### config.mk
export PLATFORM = sky130hd
export DESIGN_NAME = mem_wb_stage
export DESIGN_NICKNAME = d
export VERILOG_FILES = /design/src/rtl/pipe_pkg.sv /design/src/rtl/load_extend.sv /design/src/rtl/mem_wb_stage.sv
export SDC_FILE = /design/constraint.sdc
export NUM_CORES = 1
export LEC_CHECK = 0
export CORE_MARGIN = 1
export CORE_UTILIZATION = 54
export DETAILED_ROUTE_END_ITERATION = 10
export PLACE_DENSITY = 0.95
export SETUP_SLACK_MARGIN = 0.02
export SLEW_MARGIN = 10
export SYNTH_ARGS = -nofsm -noshare
export SYNTH_HDL_FRONTEND = slang
export SYNTH_SLANG_ARGS = --single-unit
### constraint.sdc
create_clock -name Clk -period 4.28 [get_ports Clk]
set_clock_uncertainty 0.2 [all_clocks]
set_input_delay 0.856 -clock Clk [delete_from_list [all_inputs] [get_ports Clk]]
set_output_delay 0.856 -clock Clk [all_outputs]
set_load 0.005 [all_outputs]
### src/rtl/pipe_pkg.sv
// Shared pipeline encodings: writeback source select, load type, default widths.
// No logic; constants only.
// Imported by the MEM/WB stage and the load extender.
package pipe_pkg;

   localparam int DEF_DATA_W = 32;
   localparam int DEF_REG_AW = 5;

   // Writeback source select (2'b11 is reserved)
   localparam logic [1:0] WB_SEL_ALU  = 2'b00;
   localparam logic [1:0] WB_SEL_LOAD = 2'b01;
   localparam logic [1:0] WB_SEL_LINK = 2'b10;

   // Load type (3'b101..3'b111 are reserved)
   localparam logic [2:0] LD_LW  = 3'b000;
   localparam logic [2:0] LD_LH  = 3'b001;
   localparam logic [2:0] LD_LHU = 3'b010;
   localparam logic [2:0] LD_LB  = 3'b011;
   localparam logic [2:0] LD_LBU = 3'b100;

endpackage

### src/rtl/load_extend.sv
// Load extractor: picks byte/halfword/word from an aligned little-endian word and extends it.
// Latency: purely combinational.
// Backpressure: none; flags misalignment and unknown load types for the caller to act on.
module load_extend
   import pipe_pkg::*;
#(
   parameter int DATA_W = DEF_DATA_W
) (
   input  logic [DATA_W-1:0] RdWord,
   input  logic [1:0]        Offset,
   input  logic [2:0]        LoadType,
   output logic [DATA_W-1:0] ExtData,
   output logic              Misalign,
   output logic              TypeOk
);

   logic [7:0]  byteSel;
   logic [15:0] halfSel;

   // Byte lane at Offset*8, halfword lane at Offset[1]*16
   assign byteSel = RdWord[{Offset, 3'b000} +: 8];
   assign halfSel = RdWord[{Offset[1], 4'b0000} +: 16];

   // Extend the selected lane; reserved types pass zero and are flagged
   always_comb begin
      ExtData  = '0;
      Misalign = 1'b0;
      TypeOk   = 1'b1;
      case (LoadType)
         LD_LW: begin
            ExtData  = RdWord;
            Misalign = (Offset != 2'b00);
         end
         LD_LH: begin
            ExtData  = {{(DATA_W-16){halfSel[15]}}, halfSel};
            Misalign = Offset[0];
         end
         LD_LHU: begin
            ExtData  = {{(DATA_W-16){1'b0}}, halfSel};
            Misalign = Offset[0];
         end
         LD_LB:   ExtData = {{(DATA_W-8){byteSel[7]}}, byteSel};
         LD_LBU:  ExtData = {{(DATA_W-8){1'b0}}, byteSel};
         default: TypeOk  = 1'b0;
      endcase
   end

endmodule

### src/rtl/mem_wb_stage.sv
// MEM/WB pipeline register with writeback select, load extension and retire counting.
// Latency: one cycle; inputs captured at edge N drive the register-file write port until edge N+1.
// Backpressure: Stall holds contents and masks the write; Flush (beats Stall) inserts a bubble. Optional MEM_WB_FWD_EN adds forwarding outputs.
module mem_wb_stage
   import pipe_pkg::*;
#(
   parameter int DATA_W = DEF_DATA_W,
   parameter int REG_AW = DEF_REG_AW
) (
   input  logic              Clk,
   input  logic              Rst_n,
   input  logic              Stall,
   input  logic              Flush,
   input  logic              MemValid,
   input  logic              MemRegWrite,
   input  logic [1:0]        MemWbSel,
   input  logic [2:0]        MemLoadType,
   input  logic [DATA_W-1:0] MemAluResult,
   input  logic [DATA_W-1:0] MemReadData,
   input  logic [DATA_W-1:0] MemPcPlus4,
   input  logic [REG_AW-1:0] MemWriteReg,
   output logic [REG_AW-1:0] WriteRegister,
   output logic [DATA_W-1:0] WriteData,
   output logic              RegWrite,
   output logic              MisalignErr,
`ifdef MEM_WB_FWD_EN
   output logic              FwdValid,
   output logic [REG_AW-1:0] FwdReg,
   output logic [DATA_W-1:0] FwdData,
`endif
   output logic [31:0]       RetireCount
);

   logic              validQ;
   logic              firstQ;      // instruction is in its first WB cycle
   logic              regWriteQ;
   logic [1:0]        wbSelQ;
   logic [2:0]        loadTypeQ;
   logic [DATA_W-1:0] aluQ;
   logic [DATA_W-1:0] rdQ;
   logic [DATA_W-1:0] pc4Q;
   logic [REG_AW-1:0] writeRegQ;
   logic [31:0]       retireCountQ;

   logic [DATA_W-1:0] loadData;
   logic              loadMisalign;
   logic              loadTypeOk;
   logic              isLoad;
   logic              misalign;
   logic              writeOk;

   // Pipeline register: flush clears valid, stall holds, otherwise capture MEM
   always_ff @(posedge Clk or negedge Rst_n) begin
      if (!Rst_n) begin
         validQ    <= 1'b0;
         firstQ    <= 1'b0;
         regWriteQ <= 1'b0;
         wbSelQ    <= '0;
         loadTypeQ <= '0;
         aluQ      <= '0;
         rdQ       <= '0;
         pc4Q      <= '0;
         writeRegQ <= '0;
      end else if (Flush) begin
         validQ <= 1'b0;
         firstQ <= 1'b0;
      end else if (!Stall) begin
         validQ    <= MemValid;
         firstQ    <= MemValid;
         regWriteQ <= MemRegWrite;
         wbSelQ    <= MemWbSel;
         loadTypeQ <= MemLoadType;
         aluQ      <= MemAluResult;
         rdQ       <= MemReadData;
         pc4Q      <= MemPcPlus4;
         writeRegQ <= MemWriteReg;
      end else begin
         // held instruction is no longer new, so the misalign pulse is not repeated
         firstQ <= 1'b0;
      end
   end

   // Retire counter: an instruction retires when it leaves WB unstalled
   always_ff @(posedge Clk or negedge Rst_n) begin
      if (!Rst_n) begin
         retireCountQ <= '0;
      end else if (validQ && !Stall) begin
         retireCountQ <= retireCountQ + 32'd1;
      end
   end

   load_extend #(
      .DATA_W(DATA_W)
   ) uLoadExtend (
      .RdWord  (rdQ),
      .Offset  (aluQ[1:0]),
      .LoadType(loadTypeQ),
      .ExtData (loadData),
      .Misalign(loadMisalign),
      .TypeOk  (loadTypeOk)
   );

   // Writeback data select and write qualification
   always_comb begin
      isLoad    = (wbSelQ == WB_SEL_LOAD);
      misalign  = isLoad && loadMisalign;
      WriteData = aluQ;
      writeOk   = validQ && regWriteQ && (writeRegQ != '0) && !misalign;
      case (wbSelQ)
         WB_SEL_ALU:  WriteData = aluQ;
         WB_SEL_LINK: WriteData = pc4Q;
         WB_SEL_LOAD: begin
            if (loadTypeOk) begin
               WriteData = loadData;
            end else begin
               writeOk = 1'b0;
            end
         end
         default:     writeOk = 1'b0;
      endcase
   end

   assign RegWrite      = writeOk && !Stall;
   assign MisalignErr   = validQ && firstQ && misalign;
   assign WriteRegister = validQ ? writeRegQ : '0;
   assign RetireCount   = retireCountQ;

`ifdef MEM_WB_FWD_EN
   // Forwarding sees the pending write even while the stage is held
   assign FwdValid = writeOk;
   assign FwdReg   = WriteRegister;
   assign FwdData  = WriteData;
`endif

endmodule

Word level (Yosys, flattened, before mapping) --
Index checks and enable logic that the tools add are counted.
Word-level totals: register bits after elaboration 141, logic and storage cells 52
Operators by class: eq/ne operators 7, bitwise operators 2, reduce and logical (&&, ||, !) cells 18, mux-type cells 12, $add $sub $neg 1, shifts and indexed selects 2
Operator list (number):
- case mux 32 bit (5 select lines) | 1
- case mux 32 bit (2 select lines) | 1
- adder 32 x 1 -> 32 bit (second input constant) | 1
- 2-to-1 mux 32 bit | 1
- variable part select 32 x 6 -> 16 bit | 1
- variable part select 32 x 6 -> 8 bit | 1
- logical AND 1 bit | 8
- == test 3 x 2 -> 1 bit (second input constant) | 2
- 2-to-1 mux 1 bit | 6
- 2-to-1 mux 5 bit | 1
- nonzero test 5 bit | 1
- OR reduction 5 bit | 1
- case mux 1 bit (2 select lines) | 2
- OR reduction 2 bit | 2
- == test 3 x 1 -> 1 bit (second input constant) | 1
- == test 3 bit (second input constant) | 1
- logical NOT 3 bit | 1
- == test 2 x 1 -> 1 bit (second input constant) | 1
- == test 2 bit (second input constant) | 1
- logical NOT 1 bit | 2
- logical NOT 2 bit | 1
- != test 2 x 1 -> 1 bit (second input constant) | 1
- inverter 1 bit | 2
- AND reduction 2 bit | 1
- nonzero test 2 bit | 1

Logic depth before layout (Yosys ltp) --
Gate-level depths: netlist (run 1).
word-level depth 9, gate-level depth with buffers 7

Hierarchy --
A second synthesis (run 1) with hierarchy kept.
Unflattened totals: cells, all modules 568, area total of the unflattened synthesis 7041.8 um^2
By module, submodules not included:
- mem_wb_stage | area an instance 6244.7 um^2, times used 1, cells each 458
- load_extend | area an instance 797.0 um^2, times used 1, cells each 110

Worst setup path before layout (run 1) --
Ideal clock, no wire load.
path type register to output, start register wbSelQ[0], end output WriteData[21], setup slack 1.644 ns, data required time 3.224 ns, arrival 1.580 ns, cell stages (with the launch flop) 8, path through dfrtp_1 inv_1 ha_1 inv_1 clkbuf_1 clkbuf_1 a21oi_1 o21ai_1
On the way: word-level cells in the longest chain between the ends 2, elaborated cells on any way between the ends 3, those cells by class 2 x eq/ne; 1 x mux
Ends and longest elaborated chain:
- start, declared | RTL line mem_wb_stage.sv:37 | logic [1:0] wbSelQ;
- start signal, assigned | RTL line mem_wb_stage.sv:71 | wbSelQ <= MemWbSel;
- == test 2 x 1 -> 1 bit / == test 2 bit (equally long branches) | RTL line mem_wb_stage.sv:109 | case (wbSelQ)
- case mux 32 bit (2 select lines) * | RTL line mem_wb_stage.sv:109
- end, declared | RTL line mem_wb_stage.sv:23 | output logic [DATA_W-1:0] WriteData,
Mark *: on every way between the ends. The rest lies on a longest branch, timed or not.

Worst setup path in the final report (run 1) --
start register wbSelQ[0], end output WriteData[28]
The elaborated chain is that of the path after synthesis.

==> metrics, run 1 <==
hold buffers post-CTS 0; cts bufs inserted 17; asr flop ratio synth 100%; Mapped Cells 661; crit-path max cell delay ~530 ps; vias in the first global route between 6k and 7k; CTS max path bufs 2; final hold violation count 0; Mean Syn Cell Area roughly 11 um^2; most used cell, CP inv_1; TritonCTS clock tree yes; R2R cell count 6; placed wire-length estimate 13.9 mm; yosys warns 0; Slew headroom just under 30%; vias per std cell 6.05; peak supply drop 0.312 mV; Starting Density 55.4%; total wire length between 15 and 20 mm; Min Hold Slack 293 ps; Max Clk Rate around 0.25 GHz; Leak Pwr 4.09 nW; first-pass GRT wire length around 32 mm; power consumption 4.20 mW; Netlist cell types 55; FILL cells 873; Post-route DRC 0; die area 0.0141 mm^2; Area contributors post-synth dfrtp_1, mux2_2, a21oi_1; max-cap violation count 0; Cells after DPL 985; H-tree depth 4; total gr overflow 0; worst path cell trace inv_1 > ha_1 > inv_1 > buf_4 > a21oi_1 > o21ai_1 > clkdlybuf4s50_1; fin cells 1,015; setup violators final 0; clock root buffer clkbuf_16; CP startpoint wbSelQ[0]; number of enable flip-flop cells after synthesis 0; Slew Limit Fails 0; most frequent cell after synthesis dfrtp_1; cell taking the most area after synthesis dfrtp_1; PwrDens 427 mW/mm^2; Hold Path Class reg2reg; core area ~0.013 mm^2; startpoint class of the critical path flip-flop; latest clock arrival within the worst-skew pair 420 ps; gp weighted congestion 0.908; kind of critical path reg2out; setup slack, reg-to-reg approximately 2200 ps; number of synthesized register bits 141; Post-CTS Setup Bufs 0; number of detailed-route iterations in the first pass 5; setup TNS 0 ps; Final nets ~950; clock sinks 141; post-layout min period 4070 ps; Synth top area share 47.9%; Total GRT Usage slightly below 30%; Die Ht 119 um; Die X 119 um; Worst Tran Pin Value 1060 ps; CTS clock-pin slew for the worst setup and hold paths roughly 50 ps; crit end category output pin; DRT iter0 DRCs 476; final antenna-violating net count 0; area delta synth->final 33.8%; fin crit share ~95%; wire length per cell 19.7 um; RR Startpoint RetireCount[0]; crit-path max FO 16; Cells on Worst Hold Path 1; post-synthesis net count ~800; layout cells sized above 1 21.3%; number of cells on the critical path 7; Vias 6,139; synthesized area approximately 0.0074 mm^2; worst r2r dst RetireCount[26]; # diodes 0; Buffers on Ports 182; Site Rows 42; largest delay contributor family on the critical path buffers and inverters; status completed; CTS-repair resized insts 0; synth cell count leaders dfrtp_1, mux2_2, nand2_1, a21oi_1, o21ai_0; IO Count 183; largest net degree at the start of global routing 120; setup repair after global routing missed its margin false; worst path required time 3220 ps; worst setup path endpoint WriteData[28]; WP buf/inv 4; sequential area share after synthesis 47.9%; slowest CP cell clkdlybuf4s50_1; critical path data arrival time 3020 ps; initial antenna violation count 0; Synth Flop Type dfrtp_1
-- sequential cells by signal (all words and copies together), names as in the netlist --
signal / count
aluQ: 32
RetireCount: 32
validQ: 1
regWriteQ: 1
pc4Q: 32
firstQ: 1
rdQ: 32
writeRegQ: 5
loadTypeQ: 3
wbSelQ: 2
-- worst register-to-register path, delay by kind of cell, from the launching register on --
| family | cells | cell delay [ps] |
|---|---|---|
| adder cells (fa/ha/maj) | 1 | 230 |
| XOR/XNOR | 1 | 150 |
| flip-flops | 1 | 440 |
| AND/OR/NAND/NOR | 4 | 960 |
-- cells by family (layout without fill, tap and decap cells) --
| logic type | Yosys count | after routing | share of synthesized area, % |
|---|---|---|---|
| buffers and inverters | 53 | 231 | 3.55 |
| flip-flops | 141 | 141 | 47.9 |
| AND/OR/NAND/NOR | 163 | 163 | 12.3 |
| adder cells (fa/ha/maj) | 5 | 5 | 0.850 |
| XOR/XNOR | 31 | 31 | 3.79 |
| multiplexers | 126 | 126 | 19.2 |
| AO/OA/AOI/OAI | 142 | 142 | 12.4 |
-- worst min-delay path by stage --
stage / startpoint / endpoint / slack, ps
4_1_cts: RetireCount[28] / RetireCount[28] / 300
3_3_place_gp: RetireCount[26] / RetireCount[26] / 270
2_1_floorplan: pc4Q[10] / pc4Q[10] / 270
5_1_grt: RetireCount[28] / RetireCount[28] / 320
6_report: RetireCount[28] / RetireCount[28] / 290
3_5_place_dp: RetireCount[28] / RetireCount[28] / 290
-- layout make-up --
type                            instances  area [um^2]  share of cell area (%)
Clock buffer                           23          468                    4.75
Clock inverter                          7         66.3                   0.673
Inverter                                7         30.0                   0.305
Multi-Input combinational cell        467         3590                    36.5
Sequential cell                       141         3530                    35.9
Tap cell                              176          220                    2.24
Timing Repair Buffer                  194         1940                    19.7
-- metal layers --
metal	up-vias	routed length (um)	track usage (%)
met1	3021	8140	37.9
li1	2741	-	-
met2	309	9540	46.6
met3	68	1540	7.67
met5	-	0	0
met4	0	751	15.1
-- report_power, final --
part           switching, mW  total, mW  internal (mW)
combinational          0.526       1.16          0.633
clock                  0.531       1.35          0.819
sequential             0.190       1.69           1.50
-- stage by stage --
stage / setup slack [ps] / utilization, % / cell area [um^2]
floorplan: 1640 / - / 7360
global placement: 521 / 69.9 / 9300
finish: 207 / 74.1 / 9850
global route: 86.4 / 74.1 / 9850
detailed placement: 418 / 69.9 / 9300
CTS: 47.5 / 74.0 / 9830
-- cells in the final DEF (no fill, tap or decap), drive strengths merged, types with 7 or more instances in the layout --
| cell type | count |
|---|---|
| clkdlybuf4s50 | 181 |
| dfrtp | 141 |
| mux2 | 111 |
| a21oi | 54 |
| nand2 | 53 |
| o21ai | 43 |
| and3 | 29 |
| nor2 | 24 |
| xnor2 | 24 |
| clkbuf | 23 |
| nand4 | 17 |
| mux2i | 14 |
| buf | 13 |
| and2 | 12 |
| nand3 | 12 |
| a221o | 9 |
| a221oi | 7 |
| xor2 | 7 |
(Power assumes the default switching activity.)
==> inputs of run 2 (changes only) <==
CELL_PAD_IN_SITES_DETAIL_PLACEMENT = 1   (was not set)
CELL_PAD_IN_SITES_GLOBAL_PLACEMENT = 1   (was not set)
CORE_UTILIZATION = 42   (was 54)
==> metrics, run 2 (synthesized netlist as in run 1, its figures left out) <==
cts bufs inserted 17 (unchanged); Hold Path Class reg2reg; total gr overflow 0 (unchanged); fin crit share 94.2% (-0.92 points); Final nets 948 (+0.32%); vias per std cell 5.75 (-5.0%); clock root buffer clkbuf_16; Post-CTS Setup Bufs 0 (unchanged); layout cells sized above 1 22.2% (+0.82 points); largest net degree at the start of global routing 92 (-23%); Site Rows 48 (+14%); peak supply drop 0.388 mV (+24%); H-tree depth 4 (unchanged); CTS-repair resized insts 0 (unchanged); Max Clk Rate 0.248 GHz (+0.98%); Slew headroom 42.3% (+13 points); crit-path max FO 11 (-5); TritonCTS clock tree yes; # diodes 0 (unchanged); clock sinks 141 (unchanged); Die X 134 um (+13%); Cells after DPL 1,037 (+5.3%); Pint 3.00 mW (+1.7%); startpoint class of the critical path flip-flop; final antenna-violating net count 0 (unchanged); Total GRT Usage 27.7% (-2.0 points); CTS max path bufs 2 (unchanged); vias in the first global route 6,637 (+6.5%); Slew Limit Fails 0 (unchanged); PwrDens 442 mW/mm^2 (+3.5%); number of detailed-route iterations in the first pass 5 (unchanged); core area 0.0172 mm^2 (+29%); setup TNS 0 ps (unchanged); initial antenna violation count 0 (unchanged); gp weighted congestion 0.886 (-2.4%); die area 0.0181 mm^2 (+28%); wire length per cell 22.4 um (+14%); P_sw 1.40 mW (+12%); placed wire-length estimate 16.9 mm (+21%); area delta synth->final 35.3%; DRT iter0 DRCs 384 (-19%); max-cap violation count 0 (unchanged); fin cells 1,069 (+5.3%); commonest non-fill, non-tap cells in the layout clkdlybuf4s50_1, dfrtp_1, mux2_2; Starting Density 42.9% (-13 points); setup repair after global routing missed its margin false; status completed; utilization after layout 58.0% (-16 points); Vias 6,145 (+0.098%); post-layout min period 4030 ps (-39.4 ps); Worst Tran Pin Value 865 ps (-199 ps); Buffers on Ports 182 (unchanged); switch share 31.8% (+2.1 points); Clk network pwr share 34.4% (+2.3 points); final hold violation count 0 (unchanged); CTS clock-pin slew for the worst setup and hold paths 60 ps (about the same); most common cell after layout, fill and taps aside clkdlybuf4s50_1; IO Count 183 (unchanged); first-pass GRT wire length 37.5 mm (+16%); Die Ht 134 um (+13%); Leak Pwr 4.11 nW (+0.37%); kind of critical path reg2out; total wire length 23.9 mm (+20%); Comb power frac 27.1% (-0.5 points); crit end category output pin; sequential share of power 38.5% (-1.8 points); worst path required time 3220 ps (about the same); latest clock arrival within the worst-skew pair 430 ps (about the same); setup violators final 0 (unchanged); Post-route DRC 0 (unchanged); critical path data arrival time 2980 ps (-40 ps); hold buffers post-CTS 0 (unchanged); FILL cells 1,861 (+110%)
[run 2: cell types whose count changed in the layout (fill, tap and decap cells not counted), sizes merged]
cell	delta
bufinv	+1
inv	+4
clkinvlp	+6
clkbuf	-6
clkinv	-3
buf	+3
[run 2: per-layer routing]
layer | track usage, % | wire (um) | share of wire (%)
met5 | 0 | 0 | 0
met4 | 8.93 | 418 | 1.7
met2 | 48.0 | 12400 | 52
met1 | 33.4 | 9710 | 41
met3 | 7.22 | 1420 | 5.9
[run 2: metrics by stage]
| stage | total power, mW | hold WS [ps] | setup WS (ps) | area [um^2] |
|---|---|---|---|---|
| floorplan | 2.28 | 273 | 1640 | 7360 |
| global placement | 2.83 | 276 | 643 | 9370 |
| detailed placement | 2.89 | 277 | 597 | 9370 |
| CTS | 4.42 | 291 | 148 | 9960 |
| global route | 4.59 | 312 | 87.8 | 9960 |
| finish | 4.40 | 284 | 246 | 9960 |
[run 2: cell type report]
type | instances | area, um^2 | area share (%)
inverters | 7 | 26.3 | 0.264
well taps | 225 | 282 | 2.83
repair buffers | 197 | 1950 | 19.6
clock inverters | 15 | 165 | 1.66
clock buffers | 17 | 425 | 4.27
multi-input cells | 467 | 3590 | 36.0
flip-flops and latches | 141 | 3530 | 35.4
[run 2: worst max-delay path: stages, from the launching register on]
cell	delay (ps)
dfrtp_1	590
clkinv_1	410
nand2_1	320
o22ai_1	120
a221oi_1	360
a221o_1	230
clkdlybuf4s50_1	510
[run 2: final timing paths]
check | end | slack [ps] | depth (start not counted) | start
max | WriteData[12] | 250 | 6 | loadTypeQ[2]
min | RetireCount[20] | 280 | 1 | RetireCount[20]
max reg2reg | RetireCount[26] | 1990 | 6 | RetireCount[0]
min reg2reg | RetireCount[20] | 280 | 1 | RetireCount[20]
max in group asynchronous | rdQ[27] | 2780 | 2 | Rst_n
min in group asynchronous | pc4Q[0] | 310 | 1 | Rst_n
[run 2: power by group through the flow]
stage,clock network [mW],logic (mW),registers (mW)
finish,1.51,1.19,1.69
global route,1.59,1.28,1.72
CTS,1.53,1.20,1.69
detailed placement,0,1.18,1.71
global placement,0,1.13,1.69
floorplan,0,0.664,1.62
